==> src/rtl/hdmi_pkg.sv <==
// Shared types and constants for the HDMI video timing controller.
// Guard-band symbols are the TMDS video guard words muxed in downstream while o_guard is high.
package hdmi_pkg;

    typedef enum logic [1:0] {
        IDLE  = 2'd0,
        RUN   = 2'd1,
        DRAIN = 2'd2
    } state_t;

    localparam int PREAMBLE_LEN = 8;
    localparam int GUARD_LEN    = 2;

    localparam logic [1:0] CTL_VIDEO_PREAMBLE_CH1 = 2'b01;
    localparam logic [1:0] CTL_IDLE               = 2'b00;

    localparam logic [9:0] GUARD_VIDEO_CH0 = 10'b1011001100;
    localparam logic [9:0] GUARD_VIDEO_CH1 = 10'b0100110011;
    localparam logic [9:0] GUARD_VIDEO_CH2 = 10'b1011001100;

endpackage

==> src/rtl/video_pos_counter.sv <==
// Wrapping raster position counter (h, v) with enable and a synchronous
// load of a fixed start position; reset also lands on the start position.
module video_pos_counter #(
    parameter int CW      = 12,
    parameter int H_TOTAL = 1650,
    parameter int V_TOTAL = 750,
    parameter int START_H = 0,
    parameter int START_V = 720
) (
    input  logic          pix_clk,
    input  logic          rst_n,
    input  logic          load,
    input  logic          en,
    output logic [CW-1:0] h,
    output logic [CW-1:0] v
);

    localparam logic [CW-1:0] H_LAST = CW'(H_TOTAL - 1);
    localparam logic [CW-1:0] V_LAST = CW'(V_TOTAL - 1);
    localparam logic [CW-1:0] H_INIT = CW'(START_H);
    localparam logic [CW-1:0] V_INIT = CW'(START_V);

    always_ff @(posedge pix_clk or negedge rst_n) begin
        if (!rst_n) begin
            h <= H_INIT;
            v <= V_INIT;
        end else if (load) begin
            h <= H_INIT;
            v <= V_INIT;
        end else if (en) begin
            if (h == H_LAST) begin
                h <= '0;
                v <= (v == V_LAST) ? '0 : v + 1'b1;
            end else begin
                h <= h + 1'b1;
            end
        end
    end

endmodule

==> src/rtl/hdmi_video_timing_ctrl.sv <==
// HDMI raster timing: sync, DE, preamble/guard control periods and a pixel
// request running PIPE_LAT pixels ahead of DE. All outputs are one register late.
//
//  state | meaning
//  IDLE  | counters parked at (0, V_ACTIVE), outputs at blanking
//  RUN   | raster counting, i_en high
//  DRAIN | i_en dropped; keep counting until the last active line ends
module hdmi_video_timing_ctrl
    import hdmi_pkg::*;
#(
    parameter int H_ACTIVE = 1280,
    parameter int H_FP     = 110,
    parameter int H_SYNC   = 40,
    parameter int H_BP     = 220,
    parameter int V_ACTIVE = 720,
    parameter int V_FP     = 5,
    parameter int V_SYNC   = 5,
    parameter int V_BP     = 20,
    parameter bit H_POL    = 1'b1,
    parameter bit V_POL    = 1'b1,
    parameter int PIPE_LAT = 2,
    parameter int CW       = 12
) (
    input  logic          i_pix_clk,
    input  logic          i_rst_n,
    input  logic          i_en,
    output logic          o_de,
    output logic [1:0]    o_ctrl_ch0,
    output logic [1:0]    o_ctrl_ch1,
    output logic [1:0]    o_ctrl_ch2,
    output logic          o_guard,
    output logic          o_req,
    output logic [CW-1:0] o_x,
    output logic [CW-1:0] o_y,
    output logic          o_frame_start,
    output logic          o_busy
);

    localparam int H_TOTAL = H_ACTIVE + H_FP + H_SYNC + H_BP;
    localparam int V_TOTAL = V_ACTIVE + V_FP + V_SYNC + V_BP;

    localparam logic [CW-1:0] HA      = CW'(H_ACTIVE);
    localparam logic [CW-1:0] HS_BEG  = CW'(H_ACTIVE + H_FP);
    localparam logic [CW-1:0] HS_END  = CW'(H_ACTIVE + H_FP + H_SYNC);
    localparam logic [CW-1:0] PRE_BEG = CW'(H_TOTAL - PREAMBLE_LEN - GUARD_LEN);
    localparam logic [CW-1:0] GRD_BEG = CW'(H_TOTAL - GUARD_LEN);
    localparam logic [CW-1:0] H_LAST  = CW'(H_TOTAL - 1);
    localparam logic [CW-1:0] VA      = CW'(V_ACTIVE);
    localparam logic [CW-1:0] VA_LAST = CW'(V_ACTIVE - 1);
    localparam logic [CW-1:0] VS_BEG  = CW'(V_ACTIVE + V_FP);
    localparam logic [CW-1:0] VS_END  = CW'(V_ACTIVE + V_FP + V_SYNC);
    localparam logic [CW-1:0] V_LAST  = CW'(V_TOTAL - 1);

    state_t state, state_nxt;

    logic          counting;
    logic          park;
    logic [CW-1:0] h, v, hl, vl;

    logic at_exit;
    logic nla;
    logic de_c, hs_c, vs_c, pre_c, grd_c, req_c, fs_c;

    assign counting = (state != IDLE);
    assign park     = (state == IDLE);
    assign at_exit  = (h == H_LAST) && (v == VA_LAST);

    always_ff @(posedge i_pix_clk or negedge i_rst_n) begin
        if (!i_rst_n) state <= IDLE;
        else          state <= state_nxt;
    end

    always_comb begin
        state_nxt = state;
        case (state)
            IDLE:    if (i_en) state_nxt = RUN;
            RUN:     if (!i_en) state_nxt = DRAIN;
            DRAIN: begin
                // Exit only after the last active line so a frame is never cut short
                if (at_exit)   state_nxt = i_en ? RUN : IDLE;
                else if (i_en) state_nxt = RUN;
            end
            default: state_nxt = IDLE;
        endcase
    end

    video_pos_counter #(
        .CW(CW), .H_TOTAL(H_TOTAL), .V_TOTAL(V_TOTAL),
        .START_H(0), .START_V(V_ACTIVE)
    ) u_main (
        .pix_clk(i_pix_clk), .rst_n(i_rst_n), .load(park), .en(counting),
        .h(h), .v(v)
    );

    // Lead copy parks PIPE_LAT pixels ahead, so it stays ahead through every wrap
    video_pos_counter #(
        .CW(CW), .H_TOTAL(H_TOTAL), .V_TOTAL(V_TOTAL),
        .START_H(PIPE_LAT), .START_V(V_ACTIVE)
    ) u_lead (
        .pix_clk(i_pix_clk), .rst_n(i_rst_n), .load(park), .en(counting),
        .h(hl), .v(vl)
    );

    always_comb begin
        nla   = (v < VA_LAST) || (v == V_LAST);
        de_c  = counting && (h < HA) && (v < VA);
        hs_c  = counting && (h >= HS_BEG) && (h < HS_END);
        vs_c  = counting && (v >= VS_BEG) && (v < VS_END);
        pre_c = counting && nla && (h >= PRE_BEG) && (h < GRD_BEG);
        grd_c = counting && nla && (h >= GRD_BEG);
        req_c = counting && (hl < HA) && (vl < VA);
        fs_c  = counting && (h == '0) && (v == '0);
    end

    always_ff @(posedge i_pix_clk or negedge i_rst_n) begin
        if (!i_rst_n) begin
            o_de          <= 1'b0;
            o_ctrl_ch0    <= {~V_POL, ~H_POL};
            o_ctrl_ch1    <= CTL_IDLE;
            o_ctrl_ch2    <= CTL_IDLE;
            o_guard       <= 1'b0;
            o_req         <= 1'b0;
            o_x           <= '0;
            o_y           <= '0;
            o_frame_start <= 1'b0;
            o_busy        <= 1'b0;
        end else begin
            o_de          <= de_c;
            o_ctrl_ch0    <= {(vs_c ? V_POL : ~V_POL), (hs_c ? H_POL : ~H_POL)};
            o_ctrl_ch1    <= pre_c ? CTL_VIDEO_PREAMBLE_CH1 : CTL_IDLE;
            o_ctrl_ch2    <= CTL_IDLE;
            o_guard       <= grd_c;
            o_req         <= req_c;
            o_frame_start <= fs_c;
            o_busy        <= counting;
            if (req_c) begin
                o_x <= hl;
                o_y <= vl;
            end
        end
    end

endmodule

==> config.mk <==
export PLATFORM = sky130hd
export DESIGN_NAME = hdmi_video_timing_ctrl
export DESIGN_NICKNAME = d
export VERILOG_FILES = /design/src/rtl/hdmi_pkg.sv /design/src/rtl/video_pos_counter.sv /design/src/rtl/hdmi_video_timing_ctrl.sv
export SDC_FILE = /design/constraint.sdc
export NUM_CORES = 1
export LEC_CHECK = 0
export ABC_CLOCK_PERIOD_IN_PS = 4930
export BUFFER_PORTS_ARGS = -buffer_cell sky130_fd_sc_hd__buf_2
export CAP_MARGIN = 25
export CORE_MARGIN = 2
export CORE_UTILIZATION = 47
export DETAILED_ROUTE_END_ITERATION = 10
export GPL_ROUTABILITY_DRIVEN = 0
export GPL_TIMING_DRIVEN = 0
export PLACE_DENSITY = 0.65
export SYNTH_ARGS = -nofsm -noshare
export SYNTH_HDL_FRONTEND = slang
export SYNTH_SLANG_ARGS = --single-unit
export TNS_END_PERCENT = 50
==> constraint.sdc <==
create_clock -name i_pix_clk -period 4.93 [get_ports i_pix_clk]
set_input_delay 0 -clock i_pix_clk [delete_from_list [all_inputs] [get_ports i_pix_clk]]
set_output_delay 0 -clock i_pix_clk [all_outputs]
set_load 0.1 [all_outputs]
-- Word-level counts from Yosys, hierarchy flattened
Cells that the tools add are included.
Widths: inputs -> output; s select.
- add/sub/neg operators: 4
- multiply operators: 0
- div/mod/pow operators: 0
- $lt $le $gt $ge: 12
- equality and inequality tests: 8
- shifts and indexed selects: 0
- multiplexer cells: 22
- bitwise operators: 0
- reductions and logical operators: 25
- operator list (cell ; number):
    $mux 12 ; 14
    $add 12x1->12 const B ; 4
    $lt 12x10->1 const B ; 4
    $lt 12x11->1 const B ; 4
    $eq 12x10->1 const B ; 3
    $ge 12x11->1 const B ; 3
    $eq 12x11->1 const B ; 2
    $logic_not 12->1 ; 2
    $logic_and 1x1->1 ; 15
    $ge 12x10->1 const B ; 1
    $reduce_bool 2->1 ; 4
    $mux 2 ; 3
    $pmux 2 s3 ; 1
    $mux 1 ; 4
    $reduce_and 2->1 ; 2
    $eq 2x1->1 const B ; 1
    $eq 2x2->1 const B ; 1
    $logic_not 2->1 ; 1
    $ne 2x2->1 const B ; 1
    $logic_or 1x1->1 ; 1
- flip-flop bits (word level): 82
- latch bits: 0
- bits in writable memories: 0
- memory bits (read-only): 0
- bits of input ports: 3
- output and inout port bits: 35
- memories kept: 0

-- Longest topological paths before layout
Gate-level depths: netlist of run 1.
- depth after elaboration: 6
- mapped depth: 7
- gate-level depth less buffers: 6

-- Cells and area by module
Synthesis of run 1 repeated with hierarchy kept, for this count alone.
- cell total of the unflattened synthesis: 416
- area total of the unflattened synthesis: 4400.5 µm²
- modules (own cells, without submodules) (module ; times used ; cells an instance ; area each (µm²) ; sequential area each (µm²)):
    hdmi_video_timing_ctrl ; 1 ; 127 ; 1596.5 ; 850.8
    video_pos_counter at u_lead ; 1 ; 149 ; 1440.1 ; 606.8
    video_pos_counter at u_main ; 1 ; 140 ; 1363.8 ; 605.6

-- Least setup slack after synthesis of run 1
OpenSTA, ideal clock, no wires.
- path kind: register to register
- start point: reg u_main.h[1]
- end point: reg state[1]
- arrival time: 1.816 ns
- data required time: 4.798 ns
- path slack: 2.982 ns
- stages on the path, launching flop included: 7
- buffers on the path: 0
- clock period less this slack: 1.948 ns
- cell sequence: dfrtp_1 > inv_1 > ha_1 > or3b_4 > or4_4 > o311ai_1 > a21oi_1
- word-level cells in the longest chain between the ends: 4
- RTL lines (item ; RTL line ; RTL):
    start: declaration ; video_pos_counter.sv:14 ; output logic [CW-1:0] h,
    start signal: assignment ; video_pos_counter.sv:35 ; h <= h + 1'b1;
    $eq 12x11->1 ; hdmi_video_timing_ctrl.sv:66 ; assign at_exit = (h == H_LAST) && (v == VA_LAST);
    $logic_and 1x1->1 ; hdmi_video_timing_ctrl.sv:66 ;
    $mux 2 ; hdmi_video_timing_ctrl.sv:80 ; if (at_exit) state_nxt = i_en ? RUN : IDLE;
    $pmux 2 s3 ; hdmi_video_timing_ctrl.sv:75 ; case (state)
    end signal: assignment ; hdmi_video_timing_ctrl.sv:70 ; else state <= state_nxt;
    end: declaration ; hdmi_video_timing_ctrl.sv:54 ; state_t state, state_nxt;
No other way between the ends.
A chain may end at the register's enable or synchronous reset.

-- Worst setup path in the final report of run 1
- start point: reg u_main.h[1]
- end point: reg u_main.h[5]
- word-level cells in the longest chain between the ends: 4
- elaborated cells between the ends (all ways): 5
- those cells by class: add/sub: 1; eq/ne: 1; mux: 3
- RTL lines (item ; RTL line ; RTL):
    $add 12x1->12 or $eq 12x11->1 (tied branches) ; video_pos_counter.sv:35, video_pos_counter.sv:31 ;
    $mux 12 * ; video_pos_counter.sv:31 ; if (h == H_LAST) begin
    $mux 12 * ; video_pos_counter.sv:30 ; end else if (en) begin
    $mux 12 * ; video_pos_counter.sv:27 ; end else if (load) begin
Every way passes the cells marked *; elsewhere a longest branch is shown, timed or not. The select of a mux whose other input is x is not followed.

==> flow_summary.toml, run 1 <==
[timing]
final.setup.tns_ns = 0
rsz0062_at_grt = "no"
tightest_slew_ns = 0.592
timing.final.crit_period_ns = 2.17
worst_skew_ns = 0.00956
setup_viol = 0
maxClockFrequency_mhz = 461
final_clock_period_utilization_by_the_worst_path_pct = 44.0
relative_max_transition_margin_pct = 60.6
finalHoldViolCount = 0
final_max_slew_viol_count = 0

[floorplan]
rows = 34
floorplan.initialDensity_pct = 48.7
die_area_um2 = 9810
chip_height_um = 99.1
core_area_um2 = 8720
width_of_the_die_um = 99.1
floorplan.io_pins = 38

[placed_design]
hpwlAfterDp_um = 6200
place.port_buffers = 34
dpl-instance-area_um2 = 4590

[cells_and_area]
num_antenna_cells = 0
final_area_um2 = 4770
post_route_cells_drive_above_1_share_pct = 21.5
footprint_of_the_multi_input_gates_um2 = 2020
layout.nets = 478
sequential_cell_area_um2 = 2060
final.fill_count = 803
areaGrowthSynthToFinish_pct = 12.4

[flow_run]
max_cap_viol_count = 0

[drt]
drt_pass_1_iters = 4
wire_per_inst_um = 15.4
drtIter0Drc = 147
detail_route.vias_per_cell = 5.77
postRouteWirelength_um = 8870
detail-route-antenna-nets = 0
remaining_drc_errors = 0
num_vias = 3328

[global_routing]
grt_start_max_net_pins = 51
first_global_vias = 3167
track_usage_pct = 19.7
grt_antenna_before_repair = 0
grt_overflow = 0
first_pass_grt_wire_length_um = 15400

[critical_path]
crit_end = "u_main.h[5]$_DFF_PN0_"
worstReg2RegEnd = "u_main.h[5]$_DFF_PN0_"
crit_path_start = "u_main.h[1]$_DFF_PN0_"
r2r_start = "u_main.h[1]$_DFF_PN0_"
timing_worst_setup_path_type = "reg2reg"
path_max_fanout = 10
worst_r2r_path_cells = 6
timing.reg2reg.setup_slack_ns = 2.76
critPathArrivalTime_ns = 2.41
worst-endpoint-required_ns = 5.17
worstSetupEndpointType = "flip-flop"
worst_setup_path_start_kind = "flip-flop"

[yosys]
yosys_warnings = 0
synth_top_flop_cell = "sky130_fd_sc_hd__dfrtp_1"
netlist-cell-type-count = 63
avgSynthCellArea_um2 = 10.3
synth-async-reset-ratio_pct = 100
synth_sequential_area_ratio_pct = 48.6
yosys_register_bits = 82
post_synth_edffs = 0
syn_inst = 414
synth.cell_area_um2 = 4250

[hold_path]
min-delay-path-class = "in2async"

[pwr]
leakage_nw = 2.15
cellPowerDensity_nw_per_um2 = 309
peakVddDrop_mv = 0.303

[clock_tree]
cts-htree-levels = 3
clk_path_buf_depth = 2
clock_sink_count = 82
cts_setup_buffers = 0
tritoncts = "yes"
clkSlewWorstSetupHoldPaths_ns = 0.09
cts_buf_count = 9
clock_insertion_delay_worst_skew_ns = 0.36
clock_tree.root_cell = "sky130_fd_sc_hd__clkbuf_8"

[run_status]
status = "complete, no violations"
==> cell families after synthesis <==
group	after synthesis	share of synthesized area [%]
AO/OA/AOI/OAI	62	10.5
XOR/XNOR	20	4.12
adder cells (fa/ha/maj)	11	3.24
buffers and inverters	37	3.98
flip-flops	82	48.6
multiplexers	20	5.30
other	1	0.0883
AND/OR/NAND/NOR	181	24.2
==> repair_timing <==
item,CTS,global route
resized for setup,0,0
hold buffers,2,0
endpoints found under the hold margin,76,0
==> worst max-delay path: stages, from the launching register on <==
cell and delay (ns):
sky130_fd_sc_hd__dfrtp_1 0.44, sky130_fd_sc_hd__inv_1 0.10, sky130_fd_sc_hd__ha_1 0.14, sky130_fd_sc_hd__or3b_4 0.42
sky130_fd_sc_hd__o41ai_4 0.43, sky130_fd_sc_hd__clkbuf_1 0.41, sky130_fd_sc_hd__nor2_1 0.11
==> area by class of cell <==
class / count / share of cell area (%)
Buffer: 24 / 2.52
Timing Repair Buffer: 37 / 4.61
Sequential cell: 82 / 43.2
Multi-Input combinational cell: 297 / 42.4
Inverter: 13 / 1.02
Tap cell: 108 / 2.83
Clock buffer: 12 / 2.83
Clock inverter: 4 / 0.603
==> placed cells by master (no fill, tap or decap), types with 3 or more instances in the layout <==
cell type / n
sky130_fd_sc_hd__a211o_1: 3
sky130_fd_sc_hd__nand4_1: 13
sky130_fd_sc_hd__o22ai_1: 4
sky130_fd_sc_hd__nand2b_1: 3
sky130_fd_sc_hd__a21oi_1: 12
sky130_fd_sc_hd__o21ai_0: 14
sky130_fd_sc_hd__nor3_1: 11
sky130_fd_sc_hd__or3_1: 3
sky130_fd_sc_hd__or4_1: 4
sky130_fd_sc_hd__xor2_1: 14
sky130_fd_sc_hd__a31oi_1: 3
sky130_fd_sc_hd__nor4_1: 4
sky130_fd_sc_hd__inv_1: 12
sky130_fd_sc_hd__and4_1: 7
sky130_fd_sc_hd__clkbuf_8: 9
sky130_fd_sc_hd__a221o_1: 4
sky130_fd_sc_hd__and3_1: 9
sky130_fd_sc_hd__ha_1: 11
sky130_fd_sc_hd__buf_2: 42
sky130_fd_sc_hd__and2_1: 6
sky130_fd_sc_hd__nor2_1: 37
sky130_fd_sc_hd__dfstp_2: 9
sky130_fd_sc_hd__nor2b_1: 5
sky130_fd_sc_hd__mux2_2: 18
sky130_fd_sc_hd__buf_4: 4
sky130_fd_sc_hd__dfrtp_1: 73
sky130_fd_sc_hd__and4b_1: 3
sky130_fd_sc_hd__xnor2_1: 6
sky130_fd_sc_hd__nand2_1: 37
sky130_fd_sc_hd__clkbuf_1: 14
sky130_fd_sc_hd__a21o_1: 3
sky130_fd_sc_hd__nand3_1: 21
sky130_fd_sc_hd__conb_1: 3
==> worst min-delay path by stage <==
stage / slack [ns] / to / from / cells past startpoint
floorplan: -0.30 / o_busy$_DFF_PN0_ / i_rst_n / 0
global placement: 0.16 / state[1]$_DFFE_PN0P_ / i_en / 2
detailed placement: -0.02 / state[0]$_DFFE_PN0P_ / i_rst_n / 1
CTS: 0.11 / state[0]$_DFFE_PN0P_ / i_rst_n / 2
global route: 0.15 / state[0]$_DFFE_PN0P_ / i_rst_n / 2
finish: 0.11 / state[0]$_DFFE_PN0P_ / i_rst_n / 2
==> Yosys cell counts, drive strengths merged, types with 3 or more instances <==
cell type   n  area [µm²]
and2        6        37.5
a221o       4        40.0
ha         11         138
o22ai       4        25.0
buf        13        78.8
and4        7        61.3
dfstp       9         236
nand2b      3        18.8
nor3       11        55.1
nand4      13        81.3
or3         3        18.8
and3        9        56.3
a21o        3        22.5
xor2       14         123
nor2       39         151
and4b       3        30.0
inv        13        48.8
nand2      37         139
or4         5        41.3
nor4        5        46.3
nand3      23         125
dfrtp      73        1830
a211o       3        26.3
a31oi       3        18.8
nor2b       5        31.3
clkbuf     11        41.3
o21ai      14        70.1
xnor2       6        52.6
mux2       20         225
a21oi      12        60.1
==> power breakdown <==
group	internal, W	switching, W	total, W	leakage (nW)
sequential	0.000709	0.0000304	0.000740	1.08
combinational	0.0000657	0.000235	0.000301	0.988
clock	0.000184	0.000250	0.000434	0.0766
==> through the flow <==
step / power (W) / instances / util, % / hold slack (ns) / worst slack [ns]
finish: 0.00147 / 577 / 54.7 / 0.110 / 2.76
global route: 0.00154 / 577 / 54.7 / 0.145 / 2.57
CTS: 0.00149 / 577 / 54.7 / 0.115 / 2.71
detailed placement: 0.00105 / 559 / 52.6 / -0.0231 / 2.75
global placement: 0.00105 / 558 / 52.3 / 0.163 / 2.79
floorplan: 0.000988 / 416 / - / -0.296 / 2.98
==> state kept, by name, indices dropped and copies added (netlist names), 2 cells and up <==
signal / cells
state: 2
u_lead.h: 12
u_lead.v: 12
u_main.h: 12
o_ctrl_ch0: 2
u_main.v: 12
o_x: 12
o_y: 12
==> per-layer routing <==
| metal | routed length [µm] | global-route usage, % |
|---|---|---|
| met5 | 0 | 0 |
| met4 | 191 | 8.75 |
| met3 | 403 | 3.55 |
| met2 | 4290 | 31.9 |
| met1 | 3990 | 26.0 |
(Power assumes the default switching activity.)
==> run 2, diff against run 1 <==
--- a/config.mk
+++ b/config.mk
@@ -5,7 +5,7 @@
 export SDC_FILE = /design/constraint.sdc
 export NUM_CORES = 1
 export LEC_CHECK = 0
-export ABC_CLOCK_PERIOD_IN_PS = 4930
+export ABC_CLOCK_PERIOD_IN_PS = 2170
 export BUFFER_PORTS_ARGS = -buffer_cell sky130_fd_sc_hd__buf_2
 export CAP_MARGIN = 25
 export CORE_MARGIN = 2
==> constraint.sdc (replaced) <==
create_clock -name i_pix_clk -period 2.17 [get_ports i_pix_clk]
set_input_delay 0 -clock i_pix_clk [delete_from_list [all_inputs] [get_ports i_pix_clk]]
set_output_delay 0 -clock i_pix_clk [all_outputs]
set_load 0.1 [all_outputs]
==> flow_summary.toml, run 2 (synthesis results as in run 1) <==
[critical_path]
timing_worst_setup_path_type = "reg2reg"
worstSetupEndpointType = "flip-flop"
r2r_start = "u_main.h[1]$_DFF_PN0_"
worst-endpoint-required_ns = 2.42
max_stage_delay_ns = 0.44
critPathArrivalTime_ns = 2.34
crit_chain = "inv_1 -> ha_1 -> or3b_4 -> o41ai_4 -> buf_4 -> o32ai_1 -> a41o_1"
crit_slowest_cell = "sky130_fd_sc_hd__dfrtp_2"
worst_setup_path_start_kind = "flip-flop"
worst_r2r_path_cells = 7
path_max_fanout = 6
worstReg2RegEnd = "u_main.v[5]$_DFFE_PN0P_"
timing.reg2reg.setup_slack_ns = 0.08

[timing]
final_max_slew_viol_count = 0
worst_skew_ns = 0.0104
finalHoldViolCount = 0
setup_viol = 0
tightest_slew_ns = 0.610
rsz0062_at_grt = "yes"
timing.final.crit_period_ns = 2.09
fin_hold_ws_ns = 0.110
relative_max_transition_margin_pct = 59.3
maxClockFrequency_mhz = 478
final_clock_period_utilization_by_the_worst_path_pct = 96.3

[placed_design]
place.port_buffers = 34
hpwlAfterDp_um = 6200

[floorplan]
width_of_the_die_um = 99.1
floorplan.initialDensity_pct = 48.7
rows = 34
floorplan.io_pins = 38
chip_height_um = 99.1
die_area_um2 = 9810
core_area_um2 = 8720

[cells_and_area]
num_antenna_cells = 0
final.fill_count = 802
most_common_cell_after_layout_fill_and_taps_aside = "sky130_fd_sc_hd__dfrtp_1"
post_route_cells_drive_above_1_share_pct = 23.6
footprint_of_the_multi_input_gates_um2 = 2050
most_frequent_cells_in_the_layout = "sky130_fd_sc_hd__dfrtp_1 (72), sky130_fd_sc_hd__buf_2 (43), sky130_fd_sc_hd__nor2_1 (37)"
areaGrowthSynthToFinish_pct = 13.6
finish.utilization_pct = 55.3
sequential_cell_area_um2 = 2060
layout.nets = 479

[clock_tree]
cts_buf_count = 9
clkSlewWorstSetupHoldPaths_ns = 0.09
clock_insertion_delay_worst_skew_ns = 0.37
cts-htree-levels = 3
tritoncts = "yes"
clk_path_buf_depth = 2
clock_tree.root_cell = "sky130_fd_sc_hd__clkbuf_8"
clock_sink_count = 82

[global_routing]
grt_overflow = 0
first_global_vias = 3167
first_pass_grt_wire_length_um = 15400
grt_start_max_net_pins = 51
grt_antenna_before_repair = 0
track_usage_pct = 19.7

[drt]
num_vias = 3338
drt_pass_1_iters = 4
detail_route.vias_per_cell = 5.78
detail-route-antenna-nets = 0
postRouteWirelength_um = 8970
remaining_drc_errors = 0
wire_per_inst_um = 15.5
drtIter0Drc = 123

[pwr]
leakage_nw = 2.17
totalPowerFinal_w = 0.00337
peakVddDrop_mv = 0.689
cellPowerDensity_nw_per_um2 = 698

[run_status]
status = "complete, no violations"

[hold_path]
min-delay-path-class = "in2async"

[flow_run]
max_cap_viol_count = 0
## run 2: cell types whose count changed in the layout (fill, tap and decap cells not counted), sizes merged
| cell | previous run | this run |
|---|---|---|
| clkbuf | 23 | 20 |
| buf | 48 | 52 |
## run 2: cell type report
class                           instances  area share, %
Buffer                                 22           2.39
Clock buffer                           12           2.80
Inverter                               13           1.01
Clock inverter                          4          0.596
Tap cell                              108           2.80
Timing Repair Buffer                   40           5.03
Multi-Input combinational cell        297           42.6
Sequential cell                        82           42.8
## run 2: worst max-delay path: cells and delay by family (launching register included)
| kind | cells | cell delay [ns] |
|---|---|---|
| fa+ha+maj | 1 | 0.13 |
| buf+inv | 2 | 0.28 |
| compound gates | 3 | 0.71 |
| flops | 1 | 0.44 |
| simple gates | 1 | 0.42 |
## run 2: worst max-delay path by stage
stage | start | to | slack [ns] | cells after the start
after floorplan | u_main.h[1]$_DFF_PN0_ | state[1]$_DFFE_PN0P_ | 0.22 | 6
after global placement | u_main.h[1]$_DFF_PN0_ | u_main.h[3]$_DFF_PN0_ | 0.03 | 6
after detailed placement | u_main.h[1]$_DFF_PN0_ | u_main.h[5]$_DFF_PN0_ | -0.006 | 6
after CTS | u_main.h[1]$_DFF_PN0_ | u_main.v[10]$_DFFE_PN0P_ | 0.03 | 6
after global routing | u_lead.h[0]$_DFF_PN0_ | u_lead.v[6]$_DFFE_PN1P_ | -0.02 | 6
final | u_main.h[1]$_DFF_PN0_ | u_main.v[5]$_DFFE_PN0P_ | 0.08 | 7
## run 2: power by group
group / switching (W) / internal [W] / total [W]
Combinational: 0.000535 / 0.000156 / 0.000692
Clock: 0.000575 / 0.000417 / 0.000993
Sequential: 0.0000711 / 0.00161 / 0.00168
Total: 0.00118 / 0.00219 / 0.00337
## run 2: what timing repair did
action,CTS,global route
resized for setup,2,10
hold buffers,2,0
hold endpoints to repair,76,0
cloned,0,0
pin swaps,0,2
buffers inserted,0,3
endpoints found under the setup margin,11,18
## run 2: stage by stage
step / area (µm²) / cells / worst slack [ns] / setup TNS, ns
after floorplan: 4250 / 416 / 0.222 / 0
after global placement: 4560 / 558 / 0.0274 / 0
after detailed placement: 4590 / 559 / -0.00596 / -0.00596
after CTS: 4780 / 577 / 0.0335 / 0
after global routing: 4820 / 578 / -0.0174 / -0.0265
final: 4820 / 578 / 0.0796 / 0
## run 2: per-layer routing
layer	global-route usage, %	part of all wire, %	vias up
met3	3.55	3.8	15
li1	-	-	1598
met5	0	0	-
met4	8.75	2.2	0
met2	31.9	49	78
met1	26.0	45	1647
==> run 3, diff against run 2 <==
--- a/config.mk
+++ b/config.mk
@@ -6,14 +6,14 @@
 export NUM_CORES = 1
 export LEC_CHECK = 0
 export ABC_CLOCK_PERIOD_IN_PS = 2170
-export BUFFER_PORTS_ARGS = -buffer_cell sky130_fd_sc_hd__buf_2
 export CAP_MARGIN = 25
 export CORE_MARGIN = 2
 export CORE_UTILIZATION = 47
 export DETAILED_ROUTE_END_ITERATION = 10
+export DONT_BUFFER_PORTS = 1
 export GPL_ROUTABILITY_DRIVEN = 0
 export GPL_TIMING_DRIVEN = 0
-export PLACE_DENSITY = 0.65
+export PLACE_DENSITY = 0.62
 export SYNTH_ARGS = -nofsm -noshare
 export SYNTH_HDL_FRONTEND = slang
 export SYNTH_SLANG_ARGS = --single-unit
==> flow_summary.toml, run 3 (synthesis results as in run 1) <==
[timing]
maxClockFrequency_mhz = 483
timing.final.crit_period_ns = 2.07
final_clock_period_utilization_by_the_worst_path_pct = 95.5
final_critical_path_setup_slack_ns = 0.0985
relative_max_transition_margin_pct = 39.0
finalHoldViolCount = 0
setup_viol = 0
final_max_slew_viol_count = 0
worst_skew_ns = 0.00792
tightest_slew_ns = 0.915
final.setup.tns_ns = 0
rsz0062_at_grt = "yes"

[drt]
drtIter0Drc = 134
wire_per_inst_um = 16.1
num_vias = 3106
drt_pass_1_iters = 4
detail_route.vias_per_cell = 5.72
detail-route-antenna-nets = 0
postRouteWirelength_um = 8740
remaining_drc_errors = 0

[clock_tree]
clock_sink_count = 82
tritoncts = "yes"
clkSlewWorstSetupHoldPaths_ns = 0.09
clock_insertion_delay_worst_skew_ns = 0.36
cts-htree-levels = 3
cts_buf_count = 9
clock_tree.root_cell = "sky130_fd_sc_hd__clkbuf_8"
clk_path_buf_depth = 2

[cells_and_area]
num_antenna_cells = 0
final-instance-count-excl-fill = 543
layout.nets = 444
most_common_cell_after_layout_fill_and_taps_aside = "sky130_fd_sc_hd__dfrtp_1"
final_area_um2 = 4710
most_frequent_cells_in_the_layout = "sky130_fd_sc_hd__dfrtp_1 (72), sky130_fd_sc_hd__nor2_1 (37), sky130_fd_sc_hd__nand2_1 (37)"
post_route_cells_drive_above_1_share_pct = 17.5
areaGrowthSynthToFinish_pct = 10.8

[global_routing]
grt-busiest-layer = "met2"
first_pass_grt_wire_length_um = 14800
first_global_vias = 2992
grt_overflow = 0
track_usage_pct = 19.0
grt_antenna_before_repair = 0
grt_util_met1_pct = 26.1
met2_usage_pct = 29.7
grt_start_max_net_pins = 83
met3_usage_pct = 4.18

[critical_path]
worstSetupEndpointType = "flip-flop"
crit_path_start = "u_main.h[1]$_DFF_PN0_"
worst_setup_path_start_kind = "flip-flop"
timing_worst_setup_path_type = "reg2reg"
r2r_start = "u_main.h[1]$_DFF_PN0_"
worst-endpoint-required_ns = 2.41
critPathArrivalTime_ns = 2.32
path_max_fanout = 6

[hold_path]
min-delay-path-class = "in2async"

[placed_design]
place.port_buffers = 0
dp.cells = 524
hpwlAfterDp_um = 5960
dpl-instance-area_um2 = 4390
dp_slack_ns = -0.0519

[floorplan]
floorplan.initialDensity_pct = 48.7
die_area_um2 = 9810
rows = 34
width_of_the_die_um = 99.1
floorplan.io_pins = 38
chip_height_um = 99.1
core_area_um2 = 8720

[pwr]
cellPowerDensity_nw_per_um2 = 787
peakVddDrop_mv = 0.778
totalPowerFinal_w = 0.00370
leakage_nw = 2.03

[run_status]
status = "complete, no violations"

[flow_run]
max_cap_viol_count = 0
## run 3: metrics by stage
| stage | hold slack [ns] | utilization, % |
|---|---|---|
| after floorplan | -0.296 | - |
| after global placement | -0.292 | 50.3 |
| after detailed placement | -0.292 | 50.3 |
| after CTS | 0.228 | 53.8 |
| after global routing | 0.232 | 54.0 |
| final | 0.198 | 54.0 |
## run 3: critical path: stages, from the launching register on
cell and delay, ns:
sky130_fd_sc_hd__dfrtp_2 0.45, sky130_fd_sc_hd__inv_1 0.09, sky130_fd_sc_hd__ha_1 0.13, sky130_fd_sc_hd__or3b_4 0.42
sky130_fd_sc_hd__or4_4 0.49, sky130_fd_sc_hd__o311ai_1 0.29, sky130_fd_sc_hd__a21oi_1 0.10
## run 3: per-layer routing
layer,up-vias,wire length (µm),part of all wire [%]
met3,14,382,4.4
met1,1505,4130,47
li1,1524,-,-
met4,0,148,1.7
met5,-,0,0
met2,63,4080,47
## run 3: timing repair
item | 4_1_cts | 5_1_grt
setup endpoints to repair | 20 | 25
buffers inserted | 0 | 2
gates resized for setup | 2 | 7
pin swaps | 0 | 1
hold buffers | 3 | 0
endpoints found under the hold margin | 84 | 0
## run 3: path summary, 6_finish.rpt
kind | endpoint | slack, ns | cells past startpoint
worst min-delay path | u_main.v[8]$_DFFE_PN0P_ | 0.20 | 2
max in group asynchronous | u_lead.v[9]$_DFFE_PN1P_ | 1.61 | 2
worst max register to register | state[1]$_DFFE_PN0P_ | 0.1 | 6
min in group i_pix_clk | state[1]$_DFFE_PN0P_ | 0.27 | 2
worst max-delay path | state[1]$_DFFE_PN0P_ | 0.1 | 6
worst min register to register | u_main.h[0]$_DFF_PN0_ | 0.55 | 1
## run 3: area by class of cell
type                    count  area (µm²)
repair buffers              5        62.6
flip-flops and latches     82        2060
clock inverters             7         124
well taps                 108         135
clock buffers               9         124
fillers                   775        4020
plain buffers              22         118
inverters                  13        48.8
multi-input cells         297        2030
## run 3: power breakdown
| part | switching, W | leakage, nW | internal, W |
|---|---|---|---|
| registers | 0.000415 | 1.08 | 0.00161 |
| logic | 0.000181 | 0.830 | 0.000125 |
| clock network | 0.000602 | 0.121 | 0.000776 |
| total | 0.00120 | 2.03 | 0.00251 |
